===== src/rtl/gemcsc_match_window_pkg.sv =====
// Shared widths, history entry layout, flag codes and span helpers for the
// GEM-CSC match window.
package gemcsc_match_window_pkg;

  localparam int MXHIST = 8;                 // history depth in bx
  localparam int MXWG   = 7;                 // ALCT key wiregroup width
  localparam int MXHS   = 8;                 // CLCT key halfstrip width
  localparam int AGE_W  = $clog2(MXHIST);    // width of an entry age
  localparam int WIN_W  = 3;                 // width of the gem_win input

  // Geometric span of one GEM object (inclusive bounds).
  typedef struct packed {
    logic [MXWG-1:0] wg_lo;
    logic [MXWG-1:0] wg_hi;
    logic [MXHS-1:0] hs_lo;
    logic [MXHS-1:0] hs_hi;
  } span_t;

  // One history entry: presence, ghost-suppression mark and span.
  typedef struct packed {
    logic  vld;
    logic  used;
    span_t span;
  } entry_t;

  // Match flag codes, listed in priority order.
  typedef enum logic [2:0] {
    FLAG_NONE            = 3'd0,
    FLAG_ALCT_CLCT_COPAD = 3'd1,
    FLAG_ALCT_CLCT_GEM   = 3'd2,
    FLAG_ALCT_CLCT       = 3'd3,
    FLAG_CLCT_COPAD      = 3'd4,
    FLAG_ALCT_COPAD      = 3'd5
  } flag_e;

  // Unsigned inclusive span test; lo > hi can never be satisfied.
  function automatic logic wg_in_span(input logic [MXWG-1:0] lo,
                                      input logic [MXWG-1:0] hi,
                                      input logic [MXWG-1:0] x);
    return (x >= lo) && (x <= hi);
  endfunction

  function automatic logic hs_in_span(input logic [MXHS-1:0] lo,
                                      input logic [MXHS-1:0] hi,
                                      input logic [MXHS-1:0] x);
    return (x >= lo) && (x <= hi);
  endfunction

endpackage


===== src/rtl/gemcsc_match_window_hist.sv =====
// One GEM bx history (co-pads or single-layer clusters). Age 0 is the live
// input (bypass), ages 1..MXHIST-1 are registered. Entries shift one age per
// bx; a consume bit marks the entry at that age used as it moves to age+1.
module gemcsc_match_window_hist
  import gemcsc_match_window_pkg::*;
(
  input  logic                  clock,
  input  logic                  global_reset,
  input  logic                  flush,
  input  entry_t                entry,
  input  logic [MXHIST-2:0]     consume,
  output entry_t [MXHIST-1:0]   hist
);

  logic [MXHIST-1:1] vld_q;
  logic [MXHIST-1:1] used_q;
  span_t             span_q [MXHIST-1:1];

  // Control bits: shift with consume marking; flush wins over shift/consume.
  always_ff @(posedge clock or posedge global_reset) begin
    if (global_reset) begin
      vld_q  <= '0;
      used_q <= '0;
    end else if (flush) begin
      vld_q  <= '0;
      used_q <= '0;
    end else begin
      vld_q[1]  <= entry.vld;
      used_q[1] <= entry.used | consume[0];
      for (int k = 2; k < MXHIST; k++) begin
        vld_q[k]  <= vld_q[k-1];
        used_q[k] <= used_q[k-1] | consume[k-1];
      end
    end
  end

  // Span payload: plain shift, meaningful only where vld is set.
  always_ff @(posedge clock) begin
    span_q[1] <= entry.span;
    for (int k = 2; k < MXHIST; k++) begin
      span_q[k] <= span_q[k-1];
    end
  end

  // Flat history view with the live input as age 0.
  always_comb begin
    hist[0] = entry;
    for (int k = 1; k < MXHIST; k++) begin
      hist[k].vld  = vld_q[k];
      hist[k].used = used_q[k];
      hist[k].span = span_q[k];
    end
  end

endmodule


===== src/rtl/gemcsc_match_window.sv =====
// GEM-CSC match window: compares each bx's ALCT/CLCT against the co-pad and
// single-layer GEM histories inside a programmable bx window, picks the
// youngest free matching entry, consumes it and registers one match flag.
module gemcsc_match_window
  import gemcsc_match_window_pkg::*;
(
  input  logic              clock,
  input  logic              global_reset,
  input  logic              flush,
  input  logic [WIN_W-1:0]  gem_win,
  input  logic              alct_vld,
  input  logic [MXWG-1:0]   alct_wg,
  input  logic              clct_vld,
  input  logic [MXHS-1:0]   clct_hs,
  input  logic              copad_vld,
  input  logic [MXWG-1:0]   copad_wg_lo,
  input  logic [MXWG-1:0]   copad_wg_hi,
  input  logic [MXHS-1:0]   copad_hs_lo,
  input  logic [MXHS-1:0]   copad_hs_hi,
  input  logic              gem_vld,
  input  logic [MXWG-1:0]   gem_wg_lo,
  input  logic [MXWG-1:0]   gem_wg_hi,
  input  logic [MXHS-1:0]   gem_hs_lo,
  input  logic [MXHS-1:0]   gem_hs_hi,
  output logic              alct_clct_copad_match,
  output logic              alct_clct_gem_match,
  output logic              alct_clct_match,
  output logic              clct_copad_match,
  output logic              alct_copad_match,
  output logic [AGE_W-1:0]  match_age,
  output logic              match_vld
);

  // Consume mask for ages that survive the shift: youngest set bit only.
  // An entry at the oldest age needs no mark since it falls off anyway.
  function automatic logic [MXHIST-2:0] youngest_consume(input logic [MXHIST-1:0] m);
    logic [MXHIST-2:0] res;
    res = '0;
    for (int k = MXHIST-2; k >= 0; k--) begin
      if (m[k]) begin
        res    = '0;
        res[k] = 1'b1;
      end
    end
    return res;
  endfunction

  // Age of the youngest set bit (0 when none).
  function automatic logic [AGE_W-1:0] youngest_age(input logic [MXHIST-1:0] m);
    logic [AGE_W-1:0] a;
    a = '0;
    for (int k = MXHIST-1; k >= 0; k--) begin
      if (m[k]) a = AGE_W'(k);
    end
    return a;
  endfunction

  entry_t                copad_in, gem_in;
  entry_t [MXHIST-1:0]   copad_hist, gem_hist;
  logic   [MXHIST-2:0]   copad_consume, gem_consume;

  logic   [31:0]         win_ext, win_lim;
  logic   [MXHIST-1:0]   cp_elig, cp_wg, cp_hs;
  logic   [MXHIST-1:0]   gm_elig, gm_wg, gm_hs;
  logic   [MXHIST-1:0]   cp_full, cp_wg_m, cp_hs_m, gm_full;

  flag_e                 flag_d, flag_p1;
  logic   [AGE_W-1:0]    age_d, age_p1;

  assign copad_in.vld        = copad_vld;
  assign copad_in.used       = 1'b0;
  assign copad_in.span.wg_lo = copad_wg_lo;
  assign copad_in.span.wg_hi = copad_wg_hi;
  assign copad_in.span.hs_lo = copad_hs_lo;
  assign copad_in.span.hs_hi = copad_hs_hi;

  assign gem_in.vld          = gem_vld;
  assign gem_in.used         = 1'b0;
  assign gem_in.span.wg_lo   = gem_wg_lo;
  assign gem_in.span.wg_hi   = gem_wg_hi;
  assign gem_in.span.hs_lo   = gem_hs_lo;
  assign gem_in.span.hs_hi   = gem_hs_hi;

  gemcsc_match_window_hist u_copad_hist (
    .clock        (clock),
    .global_reset (global_reset),
    .flush        (flush),
    .entry        (copad_in),
    .consume      (copad_consume),
    .hist         (copad_hist)
  );

  gemcsc_match_window_hist u_gem_hist (
    .clock        (clock),
    .global_reset (global_reset),
    .flush        (flush),
    .entry        (gem_in),
    .consume      (gem_consume),
    .hist         (gem_hist)
  );

  // Window clamp and per-entry eligibility / span comparators.
  always_comb begin
    win_ext = {{(32-WIN_W){1'b0}}, gem_win};
    win_lim = (win_ext >= 32'(MXHIST)) ? 32'(MXHIST-1) : win_ext;
    for (int k = 0; k < MXHIST; k++) begin
      cp_elig[k] = copad_hist[k].vld && !copad_hist[k].used && ($unsigned(k) <= win_lim);
      gm_elig[k] = gem_hist[k].vld && !gem_hist[k].used && ($unsigned(k) <= win_lim);
      cp_wg[k]   = wg_in_span(copad_hist[k].span.wg_lo, copad_hist[k].span.wg_hi, alct_wg);
      cp_hs[k]   = hs_in_span(copad_hist[k].span.hs_lo, copad_hist[k].span.hs_hi, clct_hs);
      gm_wg[k]   = wg_in_span(gem_hist[k].span.wg_lo, gem_hist[k].span.wg_hi, alct_wg);
      gm_hs[k]   = hs_in_span(gem_hist[k].span.hs_lo, gem_hist[k].span.hs_hi, clct_hs);
    end
    cp_full = cp_elig & cp_wg & cp_hs;
    cp_wg_m = cp_elig & cp_wg;
    cp_hs_m = cp_elig & cp_hs;
    gm_full = gm_elig & gm_wg & gm_hs;
  end

  // Priority encoder: one flag per bx and the entry it consumes.
  always_comb begin
    flag_d        = FLAG_NONE;
    age_d         = '0;
    copad_consume = '0;
    gem_consume   = '0;
    if (alct_vld && clct_vld) begin
      if (|cp_full) begin
        flag_d        = FLAG_ALCT_CLCT_COPAD;
        age_d         = youngest_age(cp_full);
        copad_consume = youngest_consume(cp_full);
      end else if (|gm_full) begin
        flag_d        = FLAG_ALCT_CLCT_GEM;
        age_d         = youngest_age(gm_full);
        gem_consume   = youngest_consume(gm_full);
      end else begin
        flag_d        = FLAG_ALCT_CLCT;
      end
    end else if (clct_vld && (|cp_hs_m)) begin
      flag_d        = FLAG_CLCT_COPAD;
      age_d         = youngest_age(cp_hs_m);
      copad_consume = youngest_consume(cp_hs_m);
    end else if (alct_vld && (|cp_wg_m)) begin
      flag_d        = FLAG_ALCT_COPAD;
      age_d         = youngest_age(cp_wg_m);
      copad_consume = youngest_consume(cp_wg_m);
    end
  end

  // ---- stage p1: registered flag code and consumed-entry age ----
  always_ff @(posedge clock or posedge global_reset) begin
    if (global_reset) begin
      flag_p1 <= FLAG_NONE;
      age_p1  <= '0;
    end else begin
      flag_p1 <= flag_d;
      age_p1  <= age_d;
    end
  end

  assign alct_clct_copad_match = (flag_p1 == FLAG_ALCT_CLCT_COPAD);
  assign alct_clct_gem_match   = (flag_p1 == FLAG_ALCT_CLCT_GEM);
  assign alct_clct_match       = (flag_p1 == FLAG_ALCT_CLCT);
  assign clct_copad_match      = (flag_p1 == FLAG_CLCT_COPAD);
  assign alct_copad_match      = (flag_p1 == FLAG_ALCT_COPAD);
  assign match_age             = age_p1;
  assign match_vld             = (flag_p1 != FLAG_NONE);

endmodule

===== config.mk =====
export PLATFORM = sky130hd
export DESIGN_NAME = gemcsc_match_window
export DESIGN_NICKNAME = d
export VERILOG_FILES = /design/src/rtl/gemcsc_match_window_pkg.sv /design/src/rtl/gemcsc_match_window_hist.sv /design/src/rtl/gemcsc_match_window.sv
export SDC_FILE = /design/constraint.sdc
export NUM_CORES = 1
export LEC_CHECK = 0
export CAP_MARGIN = 20
export CORE_ASPECT_RATIO = 2
export CORE_UTILIZATION = 55
export DETAILED_ROUTE_END_ITERATION = 16
export PLACE_DENSITY = 0.76
export SETUP_SLACK_MARGIN = 0.1
export SYNTH_ARGS = -nofsm -noshare
export SYNTH_HDL_FRONTEND = slang
export SYNTH_HIERARCHICAL = 1
export SYNTH_SLANG_ARGS = --single-unit

===== constraint.sdc =====
create_clock -name clock -period 2.38 [get_ports clock]
set_input_delay 0.476 -clock clock [delete_from_list [all_inputs] [get_ports clock]]
set_output_delay 0.476 -clock clock [all_outputs]
set_load 0.1 [all_outputs]

==> results of run 1 <==
==> through the flow <==
| stage | hold slack (ns) | setup WS (ns) | power [W] | cells | setup TNS, ns |
|---|---|---|---|---|---|
| 6_report | 0.1238 | -0.5596 | 0.01816 | 3166 | -7.001 |
| 5_1_grt | 0.1337 | -0.6281 | 0.01892 | 3165 | -8.190 |
| 4_1_cts | 0.1400 | -0.5920 | 0.01814 | 3157 | -6.013 |
| 3_5_place_dp | 0.3349 | -1.531 | 0.01112 | 3045 | -26.48 |
| 3_3_place_gp | 0.3324 | -1.474 | 0.01094 | 3045 | -25.41 |
| 2_1_floorplan | 0.2670 | -0.7842 | 0.009942 | 2281 | -11.43 |
==> power by group through the flow <==
stage	clock network [W]	logic, W	registers (W)
6_report	0.00678	0.00317	0.00821
5_1_grt	0.00716	0.00351	0.00824
4_1_cts	0.00684	0.00309	0.00820
3_5_place_dp	0	0.00275	0.00837
3_3_place_gp	0	0.00260	0.00834
2_1_floorplan	0	0.00163	0.00832
==> worst max path at each step <==
stage                                         to  cells after the start  slack (ns)                       from
after global placement              match_age[1]                     13       -1.47                 alct_wg[2]
after floorplan           u_copad_hist/used_q[3]                     12       -0.78                 clct_hs[0]
after CTS                           match_age[1]                     12       -0.59   u_gem_hist/span_q[2][14]
final                     u_copad_hist/used_q[3]                     12       -0.56  u_copad_hist/span_q[3][1]
after detailed placement            match_age[1]                     14       -1.53                 clct_hs[0]
after global routing      u_copad_hist/used_q[3]                     13       -0.63  u_copad_hist/span_q[3][6]
==> cells in the final DEF (no fill, tap or decap), types with 34 or more instances in the layout <==
master,Yosys,routed
ha_4,0,34
a21o_1,35,35
buf_4,66,218
dfrtp_1,34,34
nor2_1,52,45
nand4_1,55,55
inv_1,437,418
clkdlybuf4s50_1,0,50
clkbuf_16,0,44
nor2b_1,42,41
o21ai_0,96,69
dfxtp_1,420,403
ha_1,480,444
a21oi_1,160,140
nand2_1,66,62
==> routing by layer <==
| layer | routed length (um) | GRT usage | part of all wire |
|---|---|---|---|
| met5 | 13 | 0 | 0.00022 |
| met4 | 4147 | 0.1982 | 0.071 |
| met3 | 1685 | 0.03412 | 0.029 |
| met2 | 32910 | 0.5768 | 0.56 |
| met1 | 19740 | 0.2499 | 0.34 |
==> worst max-delay path: stages (launching register included) <==
cell and delay, ns:
dfxtp_2 0.35, inv_2 0.05, ha_4 0.23, nor2b_1 0.13, o211ai_1 0.36, a211oi_4 0.12, or4_4 0.53, and2_4 0.19
a41o_1 0.24, and3b_4 0.21, a31oi_1 0.15, nor2_1 0.07, o21ba_4 0.19
==> Yosys cell counts, drive strengths merged (4+ instances only) <==
| cell | n |
|---|---|
| a2111oi | 8 |
| nand2 | 66 |
| ha | 480 |
| o211ai | 19 |
| inv | 437 |
| o31ai | 5 |
| nand3b | 9 |
| nand3 | 31 |
| o21ba | 14 |
| nor3 | 24 |
| dfrtp | 34 |
| o21a | 14 |
| and2b | 9 |
| o21bai | 11 |
| and3b | 4 |
| a21boi | 4 |
| o22a | 7 |
| nor2 | 52 |
| o22ai | 12 |
| o21ai | 99 |
| nor2b | 42 |
| a21oi | 160 |
| nor4b | 4 |
| nand4 | 55 |
| o2111ai | 5 |
| and2 | 9 |
| dfxtp | 420 |
| or3b | 6 |
| nor3b | 17 |
| a21o | 36 |
| a31oi | 9 |
| a211oi | 31 |
| and3 | 6 |
| buf | 69 |
| and4 | 4 |
| nand2b | 17 |
==> sequential cells by signal, indices dropped and copies added (netlist names) <==
signal / flops
u_gem_hist/vld_q: 7
match_age: 3
u_copad_hist/vld_q: 7
u_copad_hist/used_q: 7
u_gem_hist/span_q: 210
u_gem_hist/used_q: 7
u_copad_hist/span_q: 210
flag_p1: 3
==> area by class of cell <==
class | count | share of cell area
diodes | 1 | 0.00008752
clock buffers | 52 | 0.04166
clock inverters | 24 | 0.006827
inverters | 437 | 0.05763
multi-input cells | 1320 | 0.4320
flip-flops and latches | 454 | 0.3246
well taps | 530 | 0.02319
repair buffers | 348 | 0.1141
==> repair_timing <==
action | CTS | global route
resized for setup | 273 | 45
pin swaps | 111 | 27
endpoints found under the setup margin | 20 | 20
gates cloned | 6 | 0
buffers inserted | 34 | 9
hold buffers | 0 | 0
==> kinds of logic (layout without fill, tap and decap cells) <==
kind of cell               count (synthesis)  after routing  synth area share
buffers and inverters                    507            861           0.09608
adders and majority gates                480            480            0.2663
AOI/OAI and AO/OA                        459            459            0.1320
DFF                                      454            454            0.4105
and+or+nand+nor                          376            376           0.09458
other                                      1              5         0.0001663
muxes                                      1              1         0.0004438
==> flow_summary_export.csv, run 1 <==
group,metric,value,unit
grt,grt_usage,0.2819,
cells_and_area,utilization,0.7088,
floorplan,die_y,288.4,um
setup_path,rr_startpoint,"u_copad_hist/span_q[3][1]",
clock_tree,cts_buffer_depth,3,
timing,setup_slack,-0.5596,ns
cells_and_area,design_area,28590,um^2
grt,grt_max_degree,29,
drt,drcViolationCount,0,
run_status,status,"finished with violations",
logic_synthesis,synthCells,2278,
worst_hold_path,min_path_type,"input port to flip-flop",
setup_path,start_kind,"flip-flop",
cells_and_area,multi_input_comb_area,12350,um^2
drt,drt_iter0_markers,646,
clock_tree,path_clk_slew,0.07,ns
logic_synthesis,yosys.area.top_type_share,0.3728,
place,place_area,25470,um^2
job,max_cap_viol_count,0,
worst_hold_path,min_to,"u_copad_hist/span_q[1][26]",
timing,setup_violations,18,
logic_synthesis,synth_cell_types,77,
floorplan,core,40340,um^2
power,p_int,0.01320,W
clock_tree,clockRootBuffer,"clkbuf_16",
power,clockPowerShare,0.373,
timing,rsz0062_at_grt,"yes",
setup_path,required,2.82,ns
clock_tree,htree_num_levels,2,
drt,dr.pass1.iters,5,
logic_synthesis,synth_seq_area_share,0.4105,
setup_path,crit_type,"flip-flop to flip-flop",
timing,maxSlewHeadroom,0.6244,
floorplan,die_width,145.2,um
power,switching_share,0.2728,
logic_synthesis,syn-mean-instance-area,9.901,um^2
cells_and_area,regArea,9280,um^2
logic_synthesis,netlist_top_cells_area,"dfxtp_1 37%, ha_1 27%, inv_1 7.3%, dfrtp_1 3.8%, a21oi_1 3.6%",
place,hpwlAfterDp,43730,um
cells_and_area,layout.nets,3167,
drt,routed_wl,58490,um
timing,worst-slew-pin-transition,0.5629,ns
place,globalplace.congestion,0.9272,
power,pwr-share-seq,0.452,
run_status,violations,"negative setup slack",
power,p_leak,14.49,nW
timing,fmax,0.3402,GHz
cells_and_area,area_growth,26.77,%
cells_and_area,layout-drive-gt1-share,0.2171,
floorplan,row_count,104,
setup_path,reg2reg_setup_slack,-0.56,ns
worst_hold_path,worstHoldStart,"copad_wg_lo[3]",
grt,grt_pass1_wl,92380,um
setup_path,critPathCaptureType,"flip-flop",
place,numPortBuffers,93,
drt,post_drt_wl_per_cell,18.47,um
power,combPwrFrac,0.175,
power,p_switching,0.004952,W
power,vdd_drop_max,0.7376,mV
logic_synthesis,yosys_register_bits,454,
floorplan,start_util,0.5592,
logic_synthesis,syn-cell-area,22560,um^2
clock_tree,cts_tree,"done",
setup_path,worst_ep_arrival_time,3.38,ns
setup_path,reg2reg_depth,12,
clock_tree,cts-buffers-inserted,41,
timing,fin_crit_sh,1.235,
setup_path,critPathMaxFanout,4,
timing,fin_crit,2.940,ns
cells_and_area,fillers,2809,
worst_hold_path,hold_depth,1,
logic_synthesis,ys.flop_type,"dfxtp_1",
grt,antenna_found_initial,1,
floorplan,io-pin-count,94,
drt,viasPerCell,5.492,
logic_synthesis,synth_edf_count,0,
timing,slew_viol_final,0,
setup_path,reg2reg_to,"u_copad_hist/used_q[3]",
timing,fin_skew,0.02136,ns
drt,ant_nets,0,
power,pwr_density_cell,635.0,nW/um^2
clock_tree,clk_latency,0.57,ns
logic_synthesis,async_flop_share,0.07489,
floorplan,fp.dieArea,41870,um^2
clock_tree,cts.sinks,454,
logic_synthesis,synth_largest_area_cell,"dfxtp_1",
logic_synthesis,ys_warn_count,6,
grt,grt-ovfl-total,0,
grt,grt_pass1_vias,19083,
timing,finalHoldViolCount,0,
drt,vias,17388,
No activity file was read; power rests on OpenSTA's default activity.
==> run 2: changes to the inputs <==
--- a/config.mk
+++ b/config.mk
@@ -6,7 +6,7 @@
 export NUM_CORES = 1
 export LEC_CHECK = 0
 export CAP_MARGIN = 20
-export CORE_ASPECT_RATIO = 2
+export CORE_ASPECT_RATIO = 1.25
 export CORE_UTILIZATION = 55
 export DETAILED_ROUTE_END_ITERATION = 16
 export PLACE_DENSITY = 0.76
==> run 2 against run 1 <==
The flow still finishes with violations (negative setup slack). Sequential power about the same. Combinational power is 6% higher. Non-clock buffer count is 10 lower. Clock power up 5.6%. Critical path depth is 1 lower. Design area is 3.0% higher.
==> flow_summary_export.csv, run 2 (synthesized netlist as in run 1, its figures left out) <==
group,metric,value,unit
run_status,status,"finished with violations",
run_status,violations,"negative setup slack",
setup_path,rr_startpoint,"u_gem_hist/span_q[4][17]",
grt,grt-ovfl-total,0,
setup_path,crit_type,"flip-flop to flip-flop",
clock_tree,cts-buffers-inserted,44,
place,globalplace.congestion,0.9142,
grt,grt_pass1_vias,18768,
floorplan,die_y,228.4,um
floorplan,row_count,82,
timing,fin_hold_ws,0.1670,ns
timing,worst-slew-pin-transition,0.6070,ns
cells_and_area,n_antenna_cell,0,
cells_and_area,utilization,0.7325,
floorplan,core,40220,um^2
job,max_cap_viol_count,0,
setup_path,reg2reg_to,"match_age[0]",
worst_hold_path,hold_depth,1,
place,hpwlAfterDp,39030,um
place,numPortBuffers,93,
setup_path,required,2.82,ns
setup_path,critPathMaxFanout,2,
setup_path,critPathCaptureType,"flip-flop",
cells_and_area,area_growth,30.62,%
setup_path,worst_ep_arrival_time,3.20,ns
clock_tree,cts.sinks,454,
timing,fin_skew,0.01814,ns
timing,rsz0062_at_grt,"yes",
grt,grt_usage,0.2767,
clock_tree,path_clk_slew,0.06,ns
timing,setup_tns,-5.308,ns
clock_tree,clockRootBuffer,"clkbuf_16",
clock_tree,cts_buffer_depth,3,
worst_hold_path,min_path_type,"input port to flip-flop",
setup_path,reg2reg_setup_slack,-0.38,ns
drt,ant_nets,0,
drt,post_drt_wl_per_cell,18.43,um
timing,slew_viol_final,0,
cells_and_area,layout.nets,3160,
timing,finalHoldViolCount,0,
timing,maxSlewHeadroom,0.5896,
drt,drcViolationCount,0,
grt,grt_max_degree,29,
clock_tree,cts_tree,"done",
worst_hold_path,min_to,"u_gem_hist/span_q[1][21]",
cells_and_area,top_regs,"u_copad_hist/span_q x210, u_gem_hist/span_q x210",
drt,vias,17326,
clock_tree,htree_num_levels,2,
timing,fin_crit_sh,1.160,
timing,setup_violations,18,
cells_and_area,layout-drive-gt1-share,0.2613,
floorplan,start_util,0.5608,
timing,fmax,0.3622,GHz
timing,fin_crit,2.761,ns
worst_hold_path,worstHoldStart,"gem_wg_hi[5]",
power,p_leak,14.54,nW
timing,setup_slack,-0.3806,ns
floorplan,io-pin-count,94,
power,vdd_drop_max,0.4907,mV
setup_path,start_kind,"flip-flop",
cells_and_area,layout_common_cells,"406 x inv_1, 406 x ha_1, 375 x dfxtp_1",
drt,routed_wl,58530,um
drt,drt_iter0_markers,794,
floorplan,fp.dieArea,41830,um^2
drt,viasPerCell,5.457,
power,pwr_density_cell,636.3,nW/um^2
drt,dr.pass1.iters,7,
grt,grt_pass1_wl,91450,um
grt,antenna_found_initial,1,
clock_tree,clk_latency,0.57,ns
floorplan,die_width,183.1,um
cells_and_area,fillers,2608,
setup_path,reg2reg_depth,11,
run 2: cell types whose count changed in the layout (fill, tap and decap cells not counted), sizes merged, moves of 3 or more:
cell    previous run  this run
inv              438       435
clkinv            17        10
clkbuf            53        68
buf              275       262
run 2: layout make-up:
cell class	count	area (um^2)	area share
timing repair buffer	338	3186	0.1081
clock inverter	14	151.4	0.005139
clock buffer	66	1325	0.04497
tap	546	683.2	0.02319
inverter	437	1650	0.05602
multi-input combinational	1320	13150	0.4464
sequential	454	9315	0.3162
run 2: through the flow:
stage / total power [W] / setup WS, ns / std cells / area [um^2]
final: 0.01875 / -0.3806 / 3175 / 29460
after global routing: 0.01947 / -0.4993 / 3175 / 29460
after CTS: 0.01859 / -0.3735 / 3170 / 29070
after detailed placement: 0.01106 / -1.457 / 3040 / 25370
after global placement: 0.01086 / -1.412 / 3040 / 25370
after floorplan: 0.009942 / -0.7842 / 2281 / 22710
run 2: critical path, cell delays in order, from the launching register on:
cell and delay [ns]:
dfxtp_1 0.32, inv_1 0.04, ha_1 0.29, nor2b_1 0.14, o211ai_1 0.16, a21oi_1 0.11
a211o_1 0.28, o21ai_1 0.29, nand4_1 0.30, a311oi_4 0.41, o41ai_4 0.10, o22a_1 0.21
run 2: repair_timing:
item,in CTS,in global routing
hold buffers,0,0
gates resized for setup,403,78
pin swaps,141,38
gates cloned,6,1
endpoints found under the setup margin,20,19
buffers inserted,49,8
run 2: worst max path at each step:
stage | start | to | depth (start not counted) | slack, ns
after floorplan | clct_hs[0] | u_copad_hist/used_q[3] | 12 | -0.78
after global placement | clct_hs[0] | match_age[1] | 13 | -1.41
after CTS | u_gem_hist/span_q[2][17] | match_age[0] | 12 | -0.37
after detailed placement | clct_hs[0] | match_age[1] | 13 | -1.46
final | u_gem_hist/span_q[4][17] | match_age[0] | 11 | -0.38
after global routing | u_gem_hist/span_q[1][1] | match_age[1] | 11 | -0.50
run 2: layer usage:
layer,global-route usage,part of all wire
met1,0.3122,0.40
met2,0.5096,0.51
met3,0.03394,0.037
met4,0.1331,0.048
met5,0,0
run 2: report_power, final:
group	internal (W)	switching (W)	total, W
sequential	0.00802	0.000205	0.00822
combinational	0.00157	0.00179	0.00336
clock	0.00417	0.00299	0.00716
==> run 3: changes to the inputs <==
--- a/config.mk
+++ b/config.mk
@@ -5,11 +5,11 @@
 export SDC_FILE = /design/constraint.sdc
 export NUM_CORES = 1
 export LEC_CHECK = 0
-export CAP_MARGIN = 20
 export CORE_ASPECT_RATIO = 1.25
+export CORE_MARGIN = 2
 export CORE_UTILIZATION = 55
 export DETAILED_ROUTE_END_ITERATION = 16
-export PLACE_DENSITY = 0.76
+export PLACE_DENSITY = 0.72
 export SETUP_SLACK_MARGIN = 0.1
 export SYNTH_ARGS = -nofsm -noshare
 export SYNTH_HDL_FRONTEND = slang
==> run 3 against run 2 <==
The flow still finishes with violations (negative setup slack). Worst setup slack got worse by 0.0097 ns. Wire length decreased by 3.8%. Sequential power is essentially flat. Sequential share of layout area rose by 0.066 points. Critical endpoint is now match_age[1]. Core utilization decreased by 0.44 points. Largest cell class unchanged.
==> flow_summary_export.csv, run 3 (synthesized netlist as in run 1, its figures left out) <==
group,metric,value,unit
setup_path,start_kind,"input port",
floorplan,row_count,82,
worst_hold_path,hold_depth,1,
floorplan,die_y,230.4,um
setup_path,critPathCaptureType,"flip-flop",
grt,met2_usage,0.4957,
cells_and_area,n_antenna_cell,0,
worst_hold_path,worstHoldStart,"gem_wg_lo[1]",
cells_and_area,layout.nets,3186,
run_status,status,"finished with violations",
power,p_leak,14.73,nW
power,vdd_drop_max,0.4812,mV
floorplan,die_width,185.1,um
setup_path,required,2.85,ns
timing,setup_violations,18,
drt,drcViolationCount,0,
cells_and_area,layout-drive-gt1-share,0.2472,
drt,viasPerCell,5.393,
setup_path,reg2reg_to,"match_age[0]",
setup_path,slowest_stage,"or4b_4",
place,numPortBuffers,93,
timing,setup_tns,-5.329,ns
clock_tree,cts-buffers-inserted,45,
setup_path,critPathMaxStageDelay,0.51,ns
cells_and_area,area_growth,30.17,%
drt,ant_nets,0,
setup_path,crit_path_end,"match_age[1]",
grt,grt_max_degree,29,
clock_tree,path_clk_slew,0.06,ns
floorplan,io-pin-count,94,
drt,drt_iter0_markers,685,
clock_tree,clk_latency,0.56,ns
grt,met3_usage,0.03455,
timing,rsz0062_at_grt,"yes",
worst_hold_path,min_path_type,"input port to flip-flop",
cells_and_area,fillers,2721,
setup_path,rr_startpoint,"u_gem_hist/span_q[2][14]",
setup_path,critPathMaxFanout,7,
job,max_cap_viol_count,0,
power,total_power,0.01900,W
cells_and_area,top_regs,"u_copad_hist/span_q x210, u_gem_hist/span_q x210",
timing,fin_skew,0.01288,ns
run_status,violations,"negative setup slack",
setup_path,reg2reg_setup_slack,-0.34,ns
clock_tree,htree_num_levels,2,
clock_tree,clockRootBuffer,"clkbuf_16",
power,pwr_density_cell,647.1,nW/um^2
timing,finalHoldViolCount,0,
timing,fin_crit,2.770,ns
cells_and_area,layout_commonest_cell,"ha_1",
place,hpwlAfterDp,38810,um
grt,grt_usage,0.2700,
timing,fmax,0.3610,GHz
floorplan,fp.dieArea,42660,um^2
grt,grt-ovfl-total,0,
timing,setup_slack,-0.3904,ns
drt,vias,17280,
setup_path,crit_type,"input port to flip-flop",
timing,fin_crit_sh,1.164,
timing,slew_viol_final,0,
floorplan,core,40320,um^2
setup_path,reg2reg_depth,11,
drt,routed_wl,56330,um
grt,grt_pass1_vias,18779,
timing,maxSlewHeadroom,0.6117,
setup_path,crit_chain,"buf_2 -> clkinvlp_4 -> buf_12 -> ha_4 -> nand2b_4 -> a21o_1 -> a211oi_2 -> o31ai_2 -> a21oi_2 -> nor4bb_4 -> buf_4 -> or2_4 -> or4b_4 -> a32oi_1",
drt,post_drt_wl_per_cell,17.58,um
setup_path,crit_start,"alct_wg[0]",
clock_tree,cts.sinks,454,
place,globalplace.congestion,0.9320,
cells_and_area,layout_common_cells,"426 x ha_1, 413 x inv_1, 385 x dfxtp_1",
grt,grt.busiest_layer,"met2",
clock_tree,cts_buffer_depth,3,
grt,grtUsageMet1,0.3074,
clock_tree,cts_tree,"done",
timing,worst-slew-pin-transition,0.5817,ns
drt,dr.pass1.iters,5,
setup_path,worst_ep_arrival_time,3.24,ns
floorplan,start_util,0.5594,
grt,antenna_found_initial,2,
grt,grt_pass1_wl,91050,um
[run 3: metrics by stage]
step	std cells	util	hold WS [ns]	area, um^2	setup slack (ns)
after floorplan	2281	-	0.2670	22710	-0.7842
after global placement	3051	0.6324	0.3334	25500	-1.479
after detailed placement	3051	0.6324	0.3349	25500	-1.578
after CTS	3196	0.7194	0.1365	29010	-0.3726
after global routing	3204	0.7282	0.07458	29360	-0.4846
final	3204	0.7282	0.06048	29360	-0.3904
[run 3: what timing repair did]
item,CTS,global route
gates resized for setup,345,65
gates cloned,11,0
hold buffers,0,0
buffers inserted,51,9
setup endpoints to repair,20,19
pin swaps,143,48
[run 3: worst max-delay path, delay by kind of cell]
kind / cells / cell delay [ns]
AOI/OAI and AO/OA: 5 / 1.07
and+or+nand+nor: 4 / 0.97
adders and majority gates: 1 / 0.23
buffers and inverters: 4 / 0.49
[run 3: routing by layer]
layer,vias up,share of wire
li1,8492,-
met4,2,0.048
met3,163,0.034
met1,8274,0.40
met2,349,0.51
met5,-,0.00025
[run 3: worst min-delay path by stage]
stage | to
after detailed placement | u_copad_hist/span_q[5][11]
after global placement | u_gem_hist/span_q[2][11]
after global routing | u_gem_hist/span_q[1][24]
final | u_gem_hist/span_q[1][24]
after floorplan | flag_p1[0]
after CTS | u_copad_hist/span_q[1][19]
[run 3: area by class of cell]
cell class	instances	area, um^2	area share
clock inverters	16	196.4	0.006691
flip-flops and latches	454	9303	0.3168
multi-input cells	1320	12660	0.4312
inverters	437	1648	0.05612
clock buffers	68	1375	0.04683
well taps	546	683.2	0.02327
repair buffers	363	3496	0.1191
[run 3: power by group]
part / total, W / internal (W) / leakage (nW) / switching [W]
sequential: 0.00821 / 0.00802 / 4.00 / 0.000196
combinational: 0.00331 / 0.00159 / 9.95 / 0.00172
clock: 0.00748 / 0.00444 / 0.774 / 0.00304
